===== src/rtl/security_pkg.sv =====
// -----------------------------------------------------------------------------
// security_pkg
// Shared definitions for the home-security blocks: core command encodings,
// keypad arbiter state encodings, the default flush digit and a helper that
// decides whether a keypad command is acceptable in the core's current mode.
// -----------------------------------------------------------------------------
package security_pkg;

   localparam logic [1:0] COM_NONE = 2'd0;
   localparam logic [1:0] COM_ARM  = 2'd1;
   localparam logic [1:0] COM_DIS  = 2'd2;

   typedef enum logic [2:0] {
      ST_IDLE    = 3'd0,
      ST_CMD     = 3'd1,
      ST_SESSION = 3'd2,
      ST_FLUSH   = 3'd3,
      ST_RELEASE = 3'd4
   } state_t;

   localparam logic [3:0] FILL_DIGIT_DEFAULT = 4'hF;

   // Arming only makes sense when disarmed; disarming when armed or alarming.
   // The reserved encoding never qualifies.
   function automatic logic cmd_eligible(input logic [1:0] cmd,
                                         input logic       armed,
                                         input logic       alarm);
      return ((cmd == COM_ARM) && !armed) ||
             ((cmd == COM_DIS) && (armed || alarm));
   endfunction

endpackage


===== src/rtl/rr_pick.sv =====
// -----------------------------------------------------------------------------
// rr_pick
// Combinational round-robin picker. Searches the eligible mask upward from
// the pointer, wrapping past the top, and returns the first hit as one-hot.
//   eligible : N-bit request mask
//   pointer  : index that has highest priority this round
//   winner   : one-hot winner, all zero when nothing is eligible
//   valid    : at least one request is eligible
// -----------------------------------------------------------------------------
module rr_pick #(
   parameter int N  = 4,
   parameter int PW = (N > 1) ? $clog2(N) : 1
) (
   input  logic [N-1:0]  eligible,
   input  logic [PW-1:0] pointer,
   output logic [N-1:0]  winner,
   output logic          valid
);

   function automatic logic [PW-1:0] wrap_idx(input int v);
      return PW'(v % N);
   endfunction

   // NOTE: every always_comb output gets a default before any conditional
   // assignment so no path leaves it unassigned (which would infer a latch).
   always_comb begin
      winner = '0;
      // Walk offsets from farthest to nearest; the nearest hit overwrites
      // any earlier one, so the lowest offset from the pointer wins.
      for (int i = N - 1; i >= 0; i--) begin
         if (eligible[wrap_idx(int'(pointer) + i)]) begin
            winner                               = '0;
            winner[wrap_idx(int'(pointer) + i)] = 1'b1;
         end
      end
   end

   assign valid = |eligible;

endmodule


===== src/rtl/keypad_arbiter.sv =====
// -----------------------------------------------------------------------------
// keypad_arbiter
// Shares one security core between N_PADS keypads. A round-robin winner gets
// an exclusive session: its command goes to the core for one cycle, then
// exactly CODE_LEN of its digits are forwarded. If the owner goes quiet for
// TIMEOUT cycles the remaining digits are filled with FILL_DIGIT so the core
// never waits on a half-entered code.
//   clk, reset         : clock, synchronous active-high reset
//   pad_command        : 2 bits per pad (0 none, 1 arm, 2 disarm, 3 reserved)
//   pad_digit          : 4 bits per pad
//   pad_digit_valid    : one strobe per pad
//   core_armed/alarm   : core status used to qualify requests
//   core_command       : command to the core, high only during CMD
//   core_digit/_enterd : digit and strobe to the core
//   grant              : one-hot session owner, 0 when idle or releasing
//   busy               : any state other than IDLE
//   timeout_flush      : one-cycle pulse as a flush begins
// -----------------------------------------------------------------------------
module keypad_arbiter
   import security_pkg::*;
#(
   parameter int         N_PADS     = 4,
   parameter int         CODE_LEN   = 3,
   parameter int         TIMEOUT    = 255,
   parameter logic [3:0] FILL_DIGIT = FILL_DIGIT_DEFAULT
) (
   input  logic                  clk,
   input  logic                  reset,
   input  logic [2*N_PADS-1:0]   pad_command,
   input  logic [4*N_PADS-1:0]   pad_digit,
   input  logic [N_PADS-1:0]     pad_digit_valid,
   input  logic                  core_armed,
   input  logic                  core_alarm,
   output logic [1:0]            core_command,
   output logic [3:0]            core_digit,
   output logic                  core_digit_enterd,
   output logic [N_PADS-1:0]     grant,
   output logic                  busy,
   output logic                  timeout_flush
);

   localparam int PW  = $clog2(N_PADS);
   localparam int DCW = $clog2(CODE_LEN + 1);
   localparam int ICW = $clog2(TIMEOUT + 1);

   localparam logic [DCW-1:0] CODE_LAST  = DCW'(CODE_LEN);
   localparam logic [ICW-1:0] IDLE_LIMIT = ICW'(TIMEOUT);
   localparam logic [PW-1:0]  LAST_PAD   = PW'(N_PADS - 1);

   state_t          state;
   logic [PW-1:0]   owner;
   logic [PW-1:0]   pointer;
   logic [DCW-1:0]  digit_cnt;
   logic [ICW-1:0]  idle_cnt;

   logic [N_PADS-1:0] eligible;
   logic [N_PADS-1:0] winner;
   logic              win_valid;
   logic [PW-1:0]     win_idx;
   logic              owner_valid;
   logic [3:0]        owner_digit;

   always_comb begin
      eligible = '0;
      for (int i = 0; i < N_PADS; i++) begin
         eligible[i] = cmd_eligible(pad_command[2*i +: 2], core_armed, core_alarm);
      end
   end

   rr_pick #(
      .N  (N_PADS),
      .PW (PW)
   ) u_pick (
      .eligible (eligible),
      .pointer  (pointer),
      .winner   (winner),
      .valid    (win_valid)
   );

   always_comb begin
      win_idx = '0;
      for (int i = 0; i < N_PADS; i++) begin
         if (winner[i]) win_idx = PW'(i);
      end
   end

   assign owner_valid = pad_digit_valid[owner];
   assign owner_digit = pad_digit[{owner, 2'b00} +: 4];
   assign busy        = (state != ST_IDLE);

   // NOTE: all state and registered outputs use non-blocking assignments so
   // every register samples the pre-edge values, regardless of statement order.
   always_ff @(posedge clk) begin
      if (reset) begin
         state             <= ST_IDLE;
         owner             <= '0;
         pointer           <= '0;
         digit_cnt         <= '0;
         idle_cnt          <= '0;
         core_command      <= COM_NONE;
         core_digit        <= '0;
         core_digit_enterd <= 1'b0;
         grant             <= '0;
         timeout_flush     <= 1'b0;
      end else begin
         // Single-cycle outputs fall back to idle unless a state drives them.
         core_command      <= COM_NONE;
         core_digit_enterd <= 1'b0;
         timeout_flush     <= 1'b0;

         case (state)
            ST_IDLE: begin
               if (win_valid) begin
                  owner        <= win_idx;
                  grant        <= winner;
                  core_command <= pad_command[{win_idx, 1'b0} +: 2];
                  state        <= ST_CMD;
               end
            end

            ST_CMD: begin
               digit_cnt <= '0;
               idle_cnt  <= '0;
               state     <= ST_SESSION;
            end

            ST_SESSION: begin
               // Leave one cycle after the last digit so its strobe is seen
               // while still in SESSION, never in RELEASE.
               if (digit_cnt == CODE_LAST) begin
                  grant <= '0;
                  state <= ST_RELEASE;
               end else if (owner_valid) begin
                  // An owner digit beats a timeout landing on the same cycle.
                  core_digit        <= owner_digit;
                  core_digit_enterd <= 1'b1;
                  digit_cnt         <= digit_cnt + DCW'(1);
                  idle_cnt          <= '0;
               end else if (idle_cnt + ICW'(1) == IDLE_LIMIT) begin
                  idle_cnt      <= IDLE_LIMIT;
                  timeout_flush <= 1'b1;
                  state         <= ST_FLUSH;
               end else begin
                  idle_cnt <= idle_cnt + ICW'(1);
               end
            end

            ST_FLUSH: begin
               if (digit_cnt != CODE_LAST) begin
                  core_digit        <= FILL_DIGIT;
                  core_digit_enterd <= 1'b1;
                  digit_cnt         <= digit_cnt + DCW'(1);
               end else begin
                  grant <= '0;
                  state <= ST_RELEASE;
               end
            end

            ST_RELEASE: begin
               // Start the next search just past the released pad.
               pointer <= (owner == LAST_PAD) ? '0 : owner + PW'(1);
               state   <= ST_IDLE;
            end

            default: state <= ST_IDLE;
         endcase
      end
   end

endmodule


===== config.mk =====
export PLATFORM = sky130hd
export DESIGN_NAME = keypad_arbiter
export DESIGN_NICKNAME = d
export VERILOG_FILES = /design/src/rtl/security_pkg.sv /design/src/rtl/rr_pick.sv /design/src/rtl/keypad_arbiter.sv
export SDC_FILE = /design/constraint.sdc
export NUM_CORES = 1
export LEC_CHECK = 0
export ABC_AREA = 1
export CAP_MARGIN = 20
export CORE_ASPECT_RATIO = 0.7
export CORE_MARGIN = 10
export CORE_UTILIZATION = 46
export DETAILED_ROUTE_END_ITERATION = 6
export GPL_TIMING_DRIVEN = 0
export PLACE_DENSITY = 0.79
export SETUP_SLACK_MARGIN = 0.2
export SLEW_MARGIN = 20
export SYNTH_ARGS = -nofsm -noshare
export SYNTH_HDL_FRONTEND = slang
export SYNTH_SLANG_ARGS = --single-unit

===== constraint.sdc =====
create_clock -name clk -period 1.87 [get_ports clk]
set_input_delay 0.4675 -clock clk [delete_from_list [all_inputs] [get_ports clk]]
set_output_delay 0.4675 -clock clk [all_outputs]
set_load 0.05 [all_outputs]

==> run metrics <==
DR iter-0 viols 260; Power, Total 3.960 mW; Critical Path Start pointer[0]; final core occ 80.67%; grt total ovfl 0; clock-pin slew on the worst setup and hold paths 0.07 ns; WP data arrival 2.12 ns; fin area 3472 µm²; final hold vios 0; synth top area cells dfxtp_1, nor2_1, nand2_1; Final WS setup -0.06466 ns; launching element type of the critical path flip-flop; CTS tree yes; Max Buffers Root-to-Sink 2; core area 4304 µm²; endpoint class of the critical path flip-flop; CTS buffer count 5; status finished with violations; Synth area leader dfxtp_1; R2R setup slack -0.06 ns; peak per-stage delay on the critical path 0.38 ns; EDFF count, synth 0; Worst Tran Pin Value 0.5352 ns; GRT busiest layer met2; crit path capture core_command[1]; met1 Resource Use GR 19.90%; vias post-DR 2,507; largest net degree at the start of global routing 11; DRC violations left 0; clk_lat worst skew 0.29 ns; reg2reg start pointer[0]; WHS Path Cells 2; area fraction of the dominant cell type after synthesis 28.68%; slowest CP cell dfxtp_4; DR pass1 iterations 5; syn nets 347; final setup TNS -0.2185 ns; first-pass GRT wire length 10,780 µm; M2 GR Usage 29.97%; failing checks negative setup slack; Reg-to-Reg End core_command[1]; Ys Warns 0; syn_area_per_cell 6.681 µm²; Worst EP required 2.05 ns; Crit Path Max Fanout 8; share of post-route cells with drive strength above 1 47.09%; antenna viol nets, final 0; Die Wd 99.29 µm; Seq cells post-synth 29; Top FF cell, synth dfxtp_1; cell area power density 1140 nW/µm²; Post-Syn Instances 303; Setup Skew 0.009540 ns; cts-stage hold buffer count 0; Maximum Capacitance Violations 0; starting density of the core 47.03%; clk root buf clkbuf_8; Avg Vias per Cell 5.790; final setup vio count 5; die area 7497 µm²; CP Class flip-flop to flip-flop; Leak Pwr 1.460 nW; antenna violations before repair 0; dpl cell area 2559 µm²; I/O pin total 45; Peak VDD IR 0.7824 mV; GPL Wtd Cong 0.8593; number of fill cells 231; Clock Sinks 29; Peak Freq 516.9 MHz; DIE HEIGHT 75.51 µm; fraction of registers with async set/reset 0%; Final Cycle Share 103.5%; fin nets 421; most common cell in the netlist nor2_1; class of the worst hold path flip-flop to flip-flop; Min Clock Period, post-route 1.935 ns; total track usage 17.47%; FF+latch area 606.8 µm²; DP HPWL 4126 µm; area of the mapped netlist 2024 µm²; top cells by count, synth nor2_1, nand2_1, inv_1; pre-CTS setup slack -0.5363 ns; most used cell, CP nand2_2; worst path cell trace buf_4, nand3_2, nand3_4, nand2_8, a21oi_4, nand2_2, a21oi_4, nand2_2, nand2_4, nand2_2, nand2_2, a21oi_2; Synth cell types 35; post-synthesis sequential area ratio 28.68%; number of global-route vias before repair 2,349; area grow syn2layout 71.51%; final WL 8346 µm; number of inserted diodes 0; met3 Use GR 7.246%; max-slew violations 0; RSZ-0062 raised after global routing true; Multi-input gate area 1878 µm²; H-tree depth 2; PortBufs 44; row count 20; R2R depth 12; relative slew slack 64.46%; Avg WL per Cell 19.27 µm
state kept, by name, summed over array words and instances, names as in the netlist:
register and flops:
owner 2, core_digit 4, timeout_flush 1, core_digit_enterd 1
pointer 2, grant 4, state 3, idle_cnt 8
digit_cnt 2, core_command 2
worst max-delay path, delay by kind of cell, from the launching register on:
kind | cells | cell delay, ns
flops | 1 | 0.38
simple gates | 8 | 0.83
buf+inv | 1 | 0.23
compound gates | 3 | 0.40
layout make-up:
cell class,instances,area share [%]
multi-input cells,224,54.09
inverters,46,6.054
clock buffers,8,2.306
flip-flops and latches,29,17.48
well taps,55,1.982
plain buffers,4,0.8288
repair buffers,67,17.26
power by group:
part | total, mW | internal (mW) | switching, mW
Clock | 0.515 | 0.264 | 0.250
Combinational | 2.57 | 0.890 | 1.68
Sequential | 0.878 | 0.758 | 0.121
Total | 3.96 | 1.91 | 2.05
kinds of logic (layout without fill, tap and decap cells):
kind of cell    Yosys count  in the layout  synth area share, %
fa+ha+maj                12             12                7.416
buf+inv                  50            125                9.395
xor+xnor                  6              6                2.596
flops                    29             29                28.68
compound gates           60             60                18.42
simple gates            146            146                33.50
metal layers:
layer	vias to the layer above	routed length [µm]
li1	1146	-
met1	1154	3224
met2	162	3843
met3	45	852
met4	0	425
met5	-	0
how the worst min path moves through the flow:
stage                            start            to
final                         grant[1]      grant[1]
after global routing          grant[1]      grant[1]
after CTS                     grant[1]      grant[1]
after detailed placement      grant[1]      grant[1]
after global placement        grant[0]      grant[0]
after floorplan           digit_cnt[1]  digit_cnt[1]
repair_timing:
action	CTS	global route
pin swaps	48	60
setup endpoints to repair	39	27
setup buffers	17	6
cloned	0	0
resized for setup	126	113
per-stage QoR:
step | std cells | hold WS [ns]
after CTS | 427 | 0.4658
final | 433 | 0.4652
after global placement | 402 | 0.4557
after global routing | 433 | 0.4930
after detailed placement | 402 | 0.4608
after floorplan | 303 | 0.4473
placed cells by master, fill, tap and decap left out, drive strengths merged, types with 3 or more instances in the layout:
cell type      instances
nand2                 58
nor2                  51
inv                   45
buf                   32
dfxtp                 29
nand3                 26
o21ai                 25
a21oi                 22
clkdlybuf4s50         17
clkbuf                14
dlygate4sd2           13
ha                    12
xor2                   5
nand4                  4
a41oi                  4
o211ai                 3
dlymetal6s2s           3
or2                    3
Power figures use the tool's default switching activity.
